[config.mk]
export PLATFORM = sky130hd
export DESIGN_NAME = mem_port_arbiter_flat
export DESIGN_NICKNAME = d
export VERILOG_FILES = /design/src/rtl/tsp16_mem_pkg.sv /design/src/rtl/mem_port_arbiter_if.sv /design/src/rtl/mem_arb_streak_counter.sv /design/src/rtl/mem_port_arbiter.sv /design/src/flat_wrapper.sv
export SDC_FILE = /design/constraint.sdc
export NUM_CORES = 1
export LEC_CHECK = 0
export BUFFER_PORTS_ARGS = -buffer_cell sky130_fd_sc_hd__buf_4
export CAP_MARGIN = 15
export CORE_MARGIN = 2
export CORE_UTILIZATION = 35
export CTS_BUF_LIST = sky130_fd_sc_hd__clkbuf_4
export CTS_CLUSTER_DIAMETER = 30
export DETAILED_ROUTE_END_ITERATION = 10
export GPL_TIMING_DRIVEN = 1
export PLACE_DENSITY = 0.85
export SLEW_MARGIN = 20
export SYNTH_ARGS = -nofsm -noshare
export SYNTH_HDL_FRONTEND = slang
export SYNTH_SLANG_ARGS = --single-unit
export TNS_END_PERCENT = 10
[constraint.sdc]
create_clock -name clk -period 2.2 [get_ports clk]
set_input_delay 0.33 -clock clk [delete_from_list [all_inputs] [get_ports clk]]
set_output_delay 0.33 -clock clk [all_outputs]
set_load 0.005 [all_outputs]
[src/rtl/tsp16_mem_pkg.sv]
// Shared types and defaults for the TSP16 memory data-port arbiter.
//   owner_e     : which requester owns the outstanding Memory transaction
//   arb_state_e : arbiter FSM states
//   MEM_ADDR_W / MEM_DATA_W : default address/data widths of the data port
package tsp16_mem_pkg;

  localparam int unsigned MEM_ADDR_W = 16;
  localparam int unsigned MEM_DATA_W = 16;

  typedef enum logic [1:0] {
    OWN_NONE,
    OWN_FETCH,
    OWN_DATA
  } owner_e;

  typedef enum logic {
    ARB_IDLE,
    ARB_BUSY
  } arb_state_e;

endpackage

[src/rtl/mem_port_arbiter_if.sv]
// Bundle of the requester handshakes and the Memory data port around the arbiter.
//   fetch_* : instruction-read requester (req/addr in, gnt/valid/rdata out)
//   data_*  : load/store requester (req/write/addr/wdata in, gnt/valid/rdata out)
//   mem_*   : issue strobe, write flag, address, write data out; read data in
// Modports: slave = arbiter view, master = environment (requesters + Memory) view.
interface mem_port_arbiter_if
  import tsp16_mem_pkg::*;
#(
  parameter int unsigned ADDR_W = MEM_ADDR_W,
  parameter int unsigned DATA_W = MEM_DATA_W
);

  logic              fetch_req;
  logic [ADDR_W-1:0] fetch_addr;
  logic              fetch_gnt;
  logic              fetch_valid;
  logic [DATA_W-1:0] fetch_rdata;

  logic              data_req;
  logic              data_write;
  logic [ADDR_W-1:0] data_addr;
  logic [DATA_W-1:0] data_wdata;
  logic              data_gnt;
  logic              data_valid;
  logic [DATA_W-1:0] data_rdata;

  logic              mem_en;
  logic              mem_write;
  logic [ADDR_W-1:0] mem_addr;
  logic [DATA_W-1:0] mem_wdata;
  logic [DATA_W-1:0] mem_rdata;

  modport slave (
    input  fetch_req, fetch_addr,
    output fetch_gnt, fetch_valid, fetch_rdata,
    input  data_req, data_write, data_addr, data_wdata,
    output data_gnt, data_valid, data_rdata,
    output mem_en, mem_write, mem_addr, mem_wdata,
    input  mem_rdata
  );

  modport master (
    output fetch_req, fetch_addr,
    input  fetch_gnt, fetch_valid, fetch_rdata,
    output data_req, data_write, data_addr, data_wdata,
    input  data_gnt, data_valid, data_rdata,
    input  mem_en, mem_write, mem_addr, mem_wdata,
    output mem_rdata
  );

endinterface

[src/rtl/mem_arb_streak_counter.sv]
// Fairness counter for the data-port arbiter: counts consecutive data grants
// made while fetch is waiting, saturating at MAX_DATA_STREAK.
//   clk, reset  : clock, synchronous active-high reset
//   data_gnt    : a data transaction was issued this cycle
//   fetch_gnt   : a fetch transaction was issued this cycle
//   fetch_req   : fetch is requesting this cycle
//   force_fetch : streak has reached MAX_DATA_STREAK, fetch must win next issue
module mem_arb_streak_counter #(
  parameter int unsigned MAX_DATA_STREAK = 4
) (
  input  logic clk,
  input  logic reset,
  input  logic data_gnt,
  input  logic fetch_gnt,
  input  logic fetch_req,
  output logic force_fetch
);

  localparam logic [3:0] StreakMax = 4'(MAX_DATA_STREAK);

  logic [3:0] streak_q, streak_d;

  always_comb begin
    streak_d = streak_q;
    // Fetch being served, or not waiting at all, ends any streak.
    if (fetch_gnt || !fetch_req) begin
      streak_d = '0;
    end else if (data_gnt && (streak_q != StreakMax)) begin
      streak_d = streak_q + 4'd1;
    end
  end

  always_ff @(posedge clk) begin
    if (reset) begin
      streak_q <= '0;
    end else begin
      streak_q <= streak_d;
    end
  end

  assign force_fetch = (streak_q == StreakMax);

endmodule

[src/rtl/mem_port_arbiter.sv]
// Shares the single-ported Memory data port between the fetch stage (instruction
// reads) and the memory stage (loads/stores). One transaction is outstanding at a
// time; its response is routed back to the owner MEM_LATENCY cycles after issue.
//   clk, reset : clock, synchronous active-high reset
//   bus        : requester handshakes and Memory port (widths set by the interface)
// Parameters:
//   MEM_LATENCY     : issue-to-read-data cycles, 1..7
//   MAX_DATA_STREAK : data grants allowed in a row while fetch waits, 1..15
// Grants and mem_* are combinational from the requests so a transaction can be
// issued in the same cycle the previous one completes.
module mem_port_arbiter
  import tsp16_mem_pkg::*;
#(
  parameter int unsigned MEM_LATENCY     = 1,
  parameter int unsigned MAX_DATA_STREAK = 4
) (
  input logic               clk,
  input logic               reset,
  mem_port_arbiter_if.slave bus
);

  localparam logic [2:0] CntLoad = 3'(MEM_LATENCY - 1);

  arb_state_e state_q;
  owner_e     owner_q;
  logic       write_q;
  logic [2:0] cnt_q;

  logic completing;
  logic issue_ok;
  logic force_fetch;
  logic pick_fetch;
  logic pick_data;

  // The outstanding transaction finishes when the down-counter has run out.
  assign completing = !reset && (state_q == ARB_BUSY) && (cnt_q == 3'd0);
  assign issue_ok   = !reset && ((state_q == ARB_IDLE) || completing);

  // Data has priority unless fetch has been passed over too many times.
  assign pick_fetch = issue_ok && bus.fetch_req && (force_fetch || !bus.data_req);
  assign pick_data  = issue_ok && bus.data_req && !pick_fetch;

  mem_arb_streak_counter #(
    .MAX_DATA_STREAK(MAX_DATA_STREAK)
  ) u_streak (
    .clk        (clk),
    .reset      (reset),
    .data_gnt   (pick_data),
    .fetch_gnt  (pick_fetch),
    .fetch_req  (bus.fetch_req),
    .force_fetch(force_fetch)
  );

  assign bus.fetch_gnt = pick_fetch;
  assign bus.data_gnt  = pick_data;
  assign bus.mem_en    = pick_fetch | pick_data;
  assign bus.mem_write = pick_data & bus.data_write;
  assign bus.mem_addr  = pick_data  ? bus.data_addr  :
                         pick_fetch ? bus.fetch_addr : '0;
  assign bus.mem_wdata = pick_data ? bus.data_wdata : '0;

  assign bus.fetch_valid = completing && (owner_q == OWN_FETCH);
  assign bus.data_valid  = completing && (owner_q == OWN_DATA);
  assign bus.fetch_rdata = bus.fetch_valid ? bus.mem_rdata : '0;
  assign bus.data_rdata  = (bus.data_valid && !write_q) ? bus.mem_rdata : '0;

  always_ff @(posedge clk) begin
    if (reset) begin
      state_q <= ARB_IDLE;
      owner_q <= OWN_NONE;
      write_q <= 1'b0;
      cnt_q   <= 3'd0;
    end else if (pick_fetch || pick_data) begin
      state_q <= ARB_BUSY;
      owner_q <= pick_fetch ? OWN_FETCH : OWN_DATA;
      write_q <= pick_data & bus.data_write;
      cnt_q   <= CntLoad;
    end else if (completing) begin
      state_q <= ARB_IDLE;
      owner_q <= OWN_NONE;
      write_q <= 1'b0;
    end else if (state_q == ARB_BUSY) begin
      cnt_q <= cnt_q - 3'd1;
    end
  end

  a_one_gnt : assert property (@(posedge clk) disable iff (reset)
    !(bus.fetch_gnt && bus.data_gnt));
  a_en_gnt : assert property (@(posedge clk) disable iff (reset)
    bus.mem_en == (bus.fetch_gnt || bus.data_gnt));
  a_one_valid : assert property (@(posedge clk) disable iff (reset)
    !(bus.fetch_valid && bus.data_valid));

endmodule

[src/flat_wrapper.sv]
// flat-port wrapper written by rule: the top's interface ports become plain ports
module mem_port_arbiter_flat import tsp16_mem_pkg::*;
#(
  parameter int unsigned MEM_LATENCY     = 1,
  parameter int unsigned MAX_DATA_STREAK = 4
)
  (clk, reset, bus_fetch_req, bus_fetch_addr, bus_fetch_gnt, bus_fetch_valid, bus_fetch_rdata, bus_data_req, bus_data_write, bus_data_addr, bus_data_wdata, bus_data_gnt, bus_data_valid, bus_data_rdata, bus_mem_en, bus_mem_write, bus_mem_addr, bus_mem_wdata, bus_mem_rdata);
  mem_port_arbiter_if #(.ADDR_W(16), .DATA_W(16)) bus_i ();
  input logic clk;
  input logic reset;
  input wire logic [$bits(bus_i.fetch_req)-1:0] bus_fetch_req;
  input wire logic [$bits(bus_i.fetch_addr)-1:0] bus_fetch_addr;
  output wire logic [$bits(bus_i.fetch_gnt)-1:0] bus_fetch_gnt;
  output wire logic [$bits(bus_i.fetch_valid)-1:0] bus_fetch_valid;
  output wire logic [$bits(bus_i.fetch_rdata)-1:0] bus_fetch_rdata;
  input wire logic [$bits(bus_i.data_req)-1:0] bus_data_req;
  input wire logic [$bits(bus_i.data_write)-1:0] bus_data_write;
  input wire logic [$bits(bus_i.data_addr)-1:0] bus_data_addr;
  input wire logic [$bits(bus_i.data_wdata)-1:0] bus_data_wdata;
  output wire logic [$bits(bus_i.data_gnt)-1:0] bus_data_gnt;
  output wire logic [$bits(bus_i.data_valid)-1:0] bus_data_valid;
  output wire logic [$bits(bus_i.data_rdata)-1:0] bus_data_rdata;
  output wire logic [$bits(bus_i.mem_en)-1:0] bus_mem_en;
  output wire logic [$bits(bus_i.mem_write)-1:0] bus_mem_write;
  output wire logic [$bits(bus_i.mem_addr)-1:0] bus_mem_addr;
  output wire logic [$bits(bus_i.mem_wdata)-1:0] bus_mem_wdata;
  input wire logic [$bits(bus_i.mem_rdata)-1:0] bus_mem_rdata;
  assign bus_i.fetch_req = bus_fetch_req;
  assign bus_i.fetch_addr = bus_fetch_addr;
  assign bus_fetch_gnt = bus_i.fetch_gnt;
  assign bus_fetch_valid = bus_i.fetch_valid;
  assign bus_fetch_rdata = bus_i.fetch_rdata;
  assign bus_i.data_req = bus_data_req;
  assign bus_i.data_write = bus_data_write;
  assign bus_i.data_addr = bus_data_addr;
  assign bus_i.data_wdata = bus_data_wdata;
  assign bus_data_gnt = bus_i.data_gnt;
  assign bus_data_valid = bus_i.data_valid;
  assign bus_data_rdata = bus_i.data_rdata;
  assign bus_mem_en = bus_i.mem_en;
  assign bus_mem_write = bus_i.mem_write;
  assign bus_mem_addr = bus_i.mem_addr;
  assign bus_mem_wdata = bus_i.mem_wdata;
  assign bus_i.mem_rdata = bus_mem_rdata;
  mem_port_arbiter #(.MEM_LATENCY(MEM_LATENCY), .MAX_DATA_STREAK(MAX_DATA_STREAK)) u_core (.clk(clk), .reset(reset), .bus(bus_i));
endmodule
==> results of run 1 <==
## through the flow
stage	hold slack (ns)	utilization, %
floorplan	0.457	-
CTS	0.313	77.1
finish	0.315	79.0
global route	0.319	79.0
detailed placement	0.485	69.3
global placement	0.472	69.3
## power breakdown
part	total (W)	switching, W	internal, W
Clock	0.000149	0.0000817	0.0000676
Combinational	0.000331	0.000115	0.000217
Sequential	0.000215	0.00000979	0.000205
## per-layer routing
metal	wire, um	part of all wire (%)	vias up	GRT usage (%)
met3	361	6.6	11	5.59
met5	0	0	-	0
met2	3040	55	72	50.7
li1	-	-	802	-
met4	102	1.9	0	6.11
met1	2000	36	786	29.4
## flip-flops by register name, indices dropped and copies added (netlist names)
name and flops:
u_core.u_streak.streak_q 4, u_core.cnt_q 3, u_core.owner_q 2, u_core.state_q 1, u_core.write_q 1
## worst max-delay path by stage
| stage | from | to | slack, ns | cells past startpoint |
|---|---|---|---|---|
| 2_1_floorplan | u_core.u_streak.streak_q[0]$_SDFFE_PP0P_ | bus_mem_addr[10] | 0.15 | 6 |
| 3_3_place_gp | u_core.u_streak.streak_q[0]$_SDFFE_PP0P_ | bus_mem_addr[4] | 0.17 | 8 |
| 3_5_place_dp | u_core.u_streak.streak_q[0]$_SDFFE_PP0P_ | bus_mem_addr[4] | 0.15 | 8 |
| 4_1_cts | u_core.cnt_q[0]$_SDFFE_PP0P_ | bus_mem_wdata[9] | -0.12 | 10 |
| 5_1_grt | u_core.cnt_q[0]$_SDFFE_PP0P_ | bus_data_rdata[0] | -0.19 | 8 |
| 6_report | u_core.cnt_q[0]$_SDFFE_PP0P_ | bus_data_rdata[5] | -0.11 | 8 |
## cells by family (layout without fill, tap and decap cells)
group | after synthesis | after routing | synth area share (%)
adders and majority gates | 4 | 4 | 4.13
and+or+nand+nor | 78 | 78 | 44.3
AOI/OAI and AO/OA | 33 | 33 | 24.3
buffers and inverters | 16 | 169 | 7.74
DFF | 11 | 11 | 18.2
xor gates and xnor gates | 2 | 2 | 1.45
## synthesized netlist by cell type, drive strengths merged
cell type,number
a2111o,1
a2111oi,2
a211oi,2
a21bo,1
a21o,1
a21oi,6
a22o,16
a31o,2
and2,48
and3,1
and3b,1
and4b,1
buf,7
clkbuf,1
dfxtp,11
ha,4
inv,8
nand2,7
nand2b,1
nand3,1
nand3b,3
nor2,8
nor3b,4
nor4b,1
o21ai,1
o22ai,1
or2,1
or3,1
xnor2,1
xor2,1
## timing repair
item	in CTS	in global routing
gates resized for setup	20	23
gates cloned	3	0
buffers inserted	10	1
pin swaps	8	19
endpoints found under the setup margin	67	69
## critical path: stages, from the launching register on
cell and delay [ns]:
dfxtp_2 0.33, inv_2 0.08, ha_4 0.14, nor3b_4 0.32, nand2_4 0.14, nor4b_4 0.25, buf_6 0.18, and2_1 0.14
buf_4 0.10
## area by class of cell
class	instances	area share (%)
Timing Repair Buffer	157	50.5
Multi-Input combinational cell	117	36.6
Sequential cell	11	8.54
Tap cell	46	2.18
Inverter	8	1.14
Clock buffer	3	0.854
Clock inverter	1	0.190
==> flow_summary_export.csv, run 1 <==
group,metric,value,unit
routing,vias_per_cell,4.87,
layout,final_layout_size_suffix_gt1_share,69.7,%
die,die_h,62.9,um
power,peakVddDrop,0.000347,V
die,fp-row-count,21,
timing,fin_crit,2.31,ns
logic_synthesis,synth.cell_area,1210,um2
layout,mostFrequentLayoutCells,"buf_4 (134), and2_1 (35), buf_6 (17)",
grt,grt_pass1_wl,8.23,mm
logic_synthesis,yosysSeqAreaShare,18.2,%
power,power_leakage,1.34,nW
grt,antenna_found_initial,0,
timing,grt_setup_unrepaired,"yes",
worst_setup_path,reg2reg_to,"u_core.u_streak.streak_q[2]$_SDFFE_PP0P_",
logic_synthesis,syn_nets,217,
routing,ant_nets,0,
timing,relSlewSlack,59.7,%
placed_design,place_congestion,0.800,
timing,tightest_slew,0.590,ns
layout,syn_to_final_growth,118,%
hold_path,min_from,"bus_data_write",
layout,finalNonFillerCells,343,
timing,hold_violations,0,
worst_setup_path,crit_required,1.87,ns
worst_setup_path,crit_path_max_fanout,16,
grt,overflow,0,
logic_synthesis,yosys_warnings,0,
grt,grt_pass1_vias,1605,
timing,worst_slack,-0.111,ns
flow_run,max_cap_viol_count,0,
run_status,status,"finished, violations left",
clock_network,htreeDepth,1,
die,start_util,36.3,%
clock_network,root_buffer,"clkbuf_4",
layout,multi_input_area,965,um2
worst_setup_path,arrival,1.98,ns
worst_setup_path,r2r_start,"u_core.cnt_q[0]$_SDFFE_PP0P_",
grt,grt_max_degree,19,
logic_synthesis,syn_area_per_cell,8.42,um2
timing,fin_crit_sh,105,%
routing,wl,5.50,mm
clock_network,cts_hold_buf,0,
timing,drv_slew,0,
worst_setup_path,crit_path_end_kind,"output pin",
power,finalPower,0.000695,W
grt,grt_use_total,26.4,%
logic_synthesis,synth_top_area_share,20.6,%
hold_path,hold_path_depth,3,
clock_network,path_clk_slew,0.08,ns
worst_setup_path,r2r_slack,0.37,ns
layout,antenna_cells,0,
timing,final.setup.tns,-4.32,ns
routing,vias,1671,
power,power_density,263,nW/um2
logic_synthesis,ys_types,38,
logic_synthesis,synth_cells,144,
routing,wl_per_cell,16.0,um
logic_synthesis,synth_area_leaders,"and2_1 (21%), dfxtp_1 (18%), a22o_1 (7.2%)",
layout,stdcell_area,2640,um2
placed_design,dp_hpwl,3.64,mm
placed_design,dpl_cell_area,2310,um2
die,ioPinCount,139,
placed_design,place_inst,326,
routing,first_pass_iters,4,
timing,timing.fmax,0.433,GHz
worst_setup_path,path_class,"reg -> out",
routing,drc_errors,0,
layout,nets,371,
die,coreArea,3340,um2
worst_setup_path,start_kind,"register",
clock_network,cts_num_sinks,11,
timing,setup_viol,61,
worst_setup_path,reg2reg_depth,8,
run_status,failed_checks,"setup timing",
hold_path,min_to,"u_core.write_q$_SDFFE_PP0P_",
clock_network,insertion_delay,0.28,ns
routing,drtIter0Drc,64,
clock_network,cts_tree,"built",
layout,final_common_cell,"buf_4",
placed_design,place_ws,0.149,ns
layout,fillers,239,
hold_path,min_path_type,"in -> reg",
die,die_x,62.9,um
die,die-area,3950,um2
logic_synthesis,ys_ff_latch,11,
layout,seqCellArea,225,um2
placed_design,io_buffers,138,
timing,skew,0.00140,ns
clock_network,clockBufferDepth,2,
logic_synthesis,synth_area_leader_cell,"and2_1",
clock_network,numCtsBuffers,3,
(Power assumes the default switching activity.)
==> run 2: changes to the inputs <==
Settings changed: ABC_AREA set to 1, CORE_UTILIZATION 35 to 34, SKIP_LAST_GASP set to 1.
==> run 2 against run 1 <==
The flow now finishes without violations. Sequential share of layout area up 0.57 points. Final cell count up 22%. Synthesized area down 5.9%. Synthesized cell count up 51%. Via count up 11%. Largest cell class unchanged. Clock skew about the same. Sequential power up 4%. Routed wire length down 8.1%.
==> flow_summary_export.csv, run 2 <==
group,metric,value,unit
timing,hold-worst-slack,0.276,ns
power,seq_power_share,31.3,%
clock_network,root_buffer,"clkbuf_4",
power,comb_power_share,48.5,%
logic_synthesis,synth_edf_count,0,
grt,grt_use_total,19.9,%
routing,drc_errors,0,
placed_design,io_buffers,138,
clock_network,cts_num_sinks,11,
layout,syn_to_final_growth,117,%
worst_setup_path,crit_path_end_kind,"output pin",
logic_synthesis,synth.cell_area,1140,um2
timing,fin_crit_sh,97.3,%
die,ioPinCount,139,
layout,top_regs,"u_core.u_streak.streak_q (4), u_core.cnt_q (3), u_core.owner_q (2)",
placed_design,dpl_cell_area,2200,um2
routing,ant_nets,0,
logic_synthesis,yosysSeqAreaShare,19.3,%
clock_network,cts_hold_buf,0,
clock_network,htreeDepth,1,
routing,wl,5.05,mm
layout,mostFrequentLayoutCells,"buf_4 (148), nand2_1 (64), inv_1 (43), nor2_1 (43), a21oi_1 (9)",
timing,setup_viol,0,
worst_setup_path,crit_required,1.87,ns
logic_synthesis,synth_cells,218,
timing,fin_crit,2.14,ns
die,die-area,3840,um2
flow_run,max_cap_viol_count,0,
grt,grt_pass1_vias,1362,
run_status,status,"completed",
die,die_h,61.9,um
power,finalPower,0.000714,W
timing,hold_violations,0,
worst_setup_path,arrival,1.81,ns
clock_network,cts_tree,"built",
die,fp-row-count,21,
logic_synthesis,yosys_warnings,0,
die,start_util,34.7,%
worst_setup_path,cpMaxStageDelayCell,"dfxtp_2",
die,die_x,61.9,um
timing,relSlewSlack,60.5,%
grt,grt_max_degree,19,
logic_synthesis,ys_types,24,
timing,timing.fmax,0.467,GHz
routing,vias_per_cell,4.44,
worst_setup_path,crit_chain,"inv_4 -> ha_4 -> nand2_1 -> inv_2 -> nand2_4 -> nand2_4 -> nand3_4 -> buf_12 -> nand2_4 -> nor2_1 -> buf_4",
layout,largest_register,"u_core.u_streak.streak_q",
routing,wl_per_cell,12.1,um
power,peakVddDrop,0.000353,V
routing,vias,1852,
grt,antenna_found_initial,0,
layout,largest_reg_flops,4,
logic_synthesis,synthMostInstantiatedCell,"nand2_1",
power,power_leakage,1.50,nW
logic_synthesis,ys.flop_type,"dfxtp_1",
clock_network,path_clk_slew,0.08,ns
logic_synthesis,synth_area_leader_cell,"nand2_1",
worst_setup_path,path_class,"reg -> out",
logic_synthesis,syn_nets,291,
layout,nets,445,
logic_synthesis,async_flop_share,0,%
routing,drtIter0Drc,68,
worst_setup_path,worst_path_most_repeated_cell,"nand2_4",
logic_synthesis,synth_top_area_share,21.4,%
timing,skew,0.00143,ns
power,cellInternalPower,0.000470,W
clock_network,insertion_delay,0.27,ns
power,switchingPower,0.000244,W
logic_synthesis,syn_area_per_cell,5.23,um2
grt,grt_pass1_wl,5.94,mm
timing,drv_slew,0,
worst_setup_path,path_buf_inv,4,
layout,stdcell_area,2470,um2
logic_synthesis,synthTopCellsByCount,"nand2_1 (65), nor2_1 (51), inv_1 (45)",
clock_network,numCtsBuffers,3,
logic_synthesis,ys_ff_latch,11,
timing,tightest_slew,0.586,ns
clock_network,clockBufferDepth,2,
layout,final_common_cell,"buf_4",
power,power_density,289,nW/um2
worst_setup_path,crit_path_max_fanout,9,
worst_setup_path,slowest_delay,0.34,ns
layout,final_layout_size_suffix_gt1_share,49.9,%
placed_design,dp_hpwl,3.80,mm
power,switching_share,34.2,%
power,clkPwrFrac,20.2,%
placed_design,place_congestion,0.817,
layout,antenna_cells,0,
die,coreArea,3280,um2
grt,overflow,0,
worst_setup_path,start_kind,"register",
hold_path,min_path_type,"in -> reg",
logic_synthesis,synth_area_leaders,"nand2_1 (21%), dfxtp_1 (19%), nor2_1 (17%)",
routing,first_pass_iters,7,
worst_setup_path,worst_path_dominant_cell_family,"simple AND/OR/NAND/NOR gates",
-- run 2: cell types whose count changed in the layout (fill, tap and decap cells not counted), sizes merged, moves of 3 or more --
cell / before / now
buf: 157 / 151
nor3b: 4 / 1
and2: 48 / 0
nand3: 1 / 9
nor2: 8 / 51
inv: 8 / 50
nand3b: 3 / 0
a22o: 16 / 0
a21oi: 6 / 10
nand2: 7 / 70
-- run 2: path summary, 6_finish.rpt --
| check | startpoint | slack, ns | to | depth (start not counted) |
|---|---|---|---|---|
| max | u_core.cnt_q[0]$_SDFFE_PP0P_ | 0.06 | bus_mem_wdata[12] | 11 |
| min | reset | 0.28 | u_core.state_q$_SDFFE_PP0P_ | 2 |
| min reg2reg | u_core.cnt_q[1]$_SDFFE_PP0P_ | 0.47 | u_core.cnt_q[1]$_SDFFE_PP0P_ | 2 |
| max reg2reg | u_core.cnt_q[0]$_SDFFE_PP0P_ | 0.58 | u_core.cnt_q[1]$_SDFFE_PP0P_ | 10 |
-- run 2: layout make-up --
class | instances | area, um2
Timing Repair inverter | 1 | 8.76
Multi-Input combinational cell | 155 | 786
Sequential cell | 11 | 225
Fill cell | 261 | 811
Timing Repair Buffer | 151 | 1160
Clock inverter | 1 | 5.00
Inverter | 49 | 206
Tap cell | 46 | 57.6
Clock buffer | 3 | 22.5
-- run 2: metrics by stage --
step	util (%)	setup WS [ns]	setup TNS [ns]	std cells
after floorplan	-	0.449	0	218
after global placement	67.0	0.253	0	397
after detailed placement	67.0	0.165	0	397
after CTS	69.3	-0.00237	-0.00237	405
after global routing	75.3	-0.0412	-0.649	417
final	75.3	0.0584	0	417
-- run 2: repair_timing --
item                       CTS  global route
resized for setup            4            27
pin swaps                    1             5
cloned                       0             3
buffers inserted             4             9
setup endpoints to repair   35            67
-- run 2: power groups by stage --
stage                     Clock (W)  Sequential, W  Combinational [W]
after floorplan                   0       0.000221           0.000113
after global placement            0       0.000223           0.000280
after detailed placement          0       0.000224           0.000285
after CTS                  0.000142       0.000219           0.000297
after global routing       0.000155       0.000225           0.000379
final                      0.000144       0.000223           0.000346
-- run 2: cell families (layout without fill, tap and decap cells) --
group / after synthesis / in the layout / synth area share, %
AOI/OAI and AO/OA: 14 / 14 / 6.58
xor gates and xnor gates: 2 / 2 / 1.54
adders and majority gates: 4 / 4 / 4.39
buffers and inverters: 54 / 205 / 19.3
DFF: 11 / 11 / 19.3
and+or+nand+nor: 133 / 135 / 48.9
-- run 2: routing by layer --
| layer | vias up | part of all wire [%] | global-route usage, % |
|---|---|---|---|
| met1 | 816 | 37 | 25.6 |
| met3 | 0 | 11 | 6.63 |
| met4 | 0 | 0 | 0 |
| li1 | 946 | - | - |
| met5 | - | 0 | 0 |
| met2 | 90 | 52 | 34.7 |
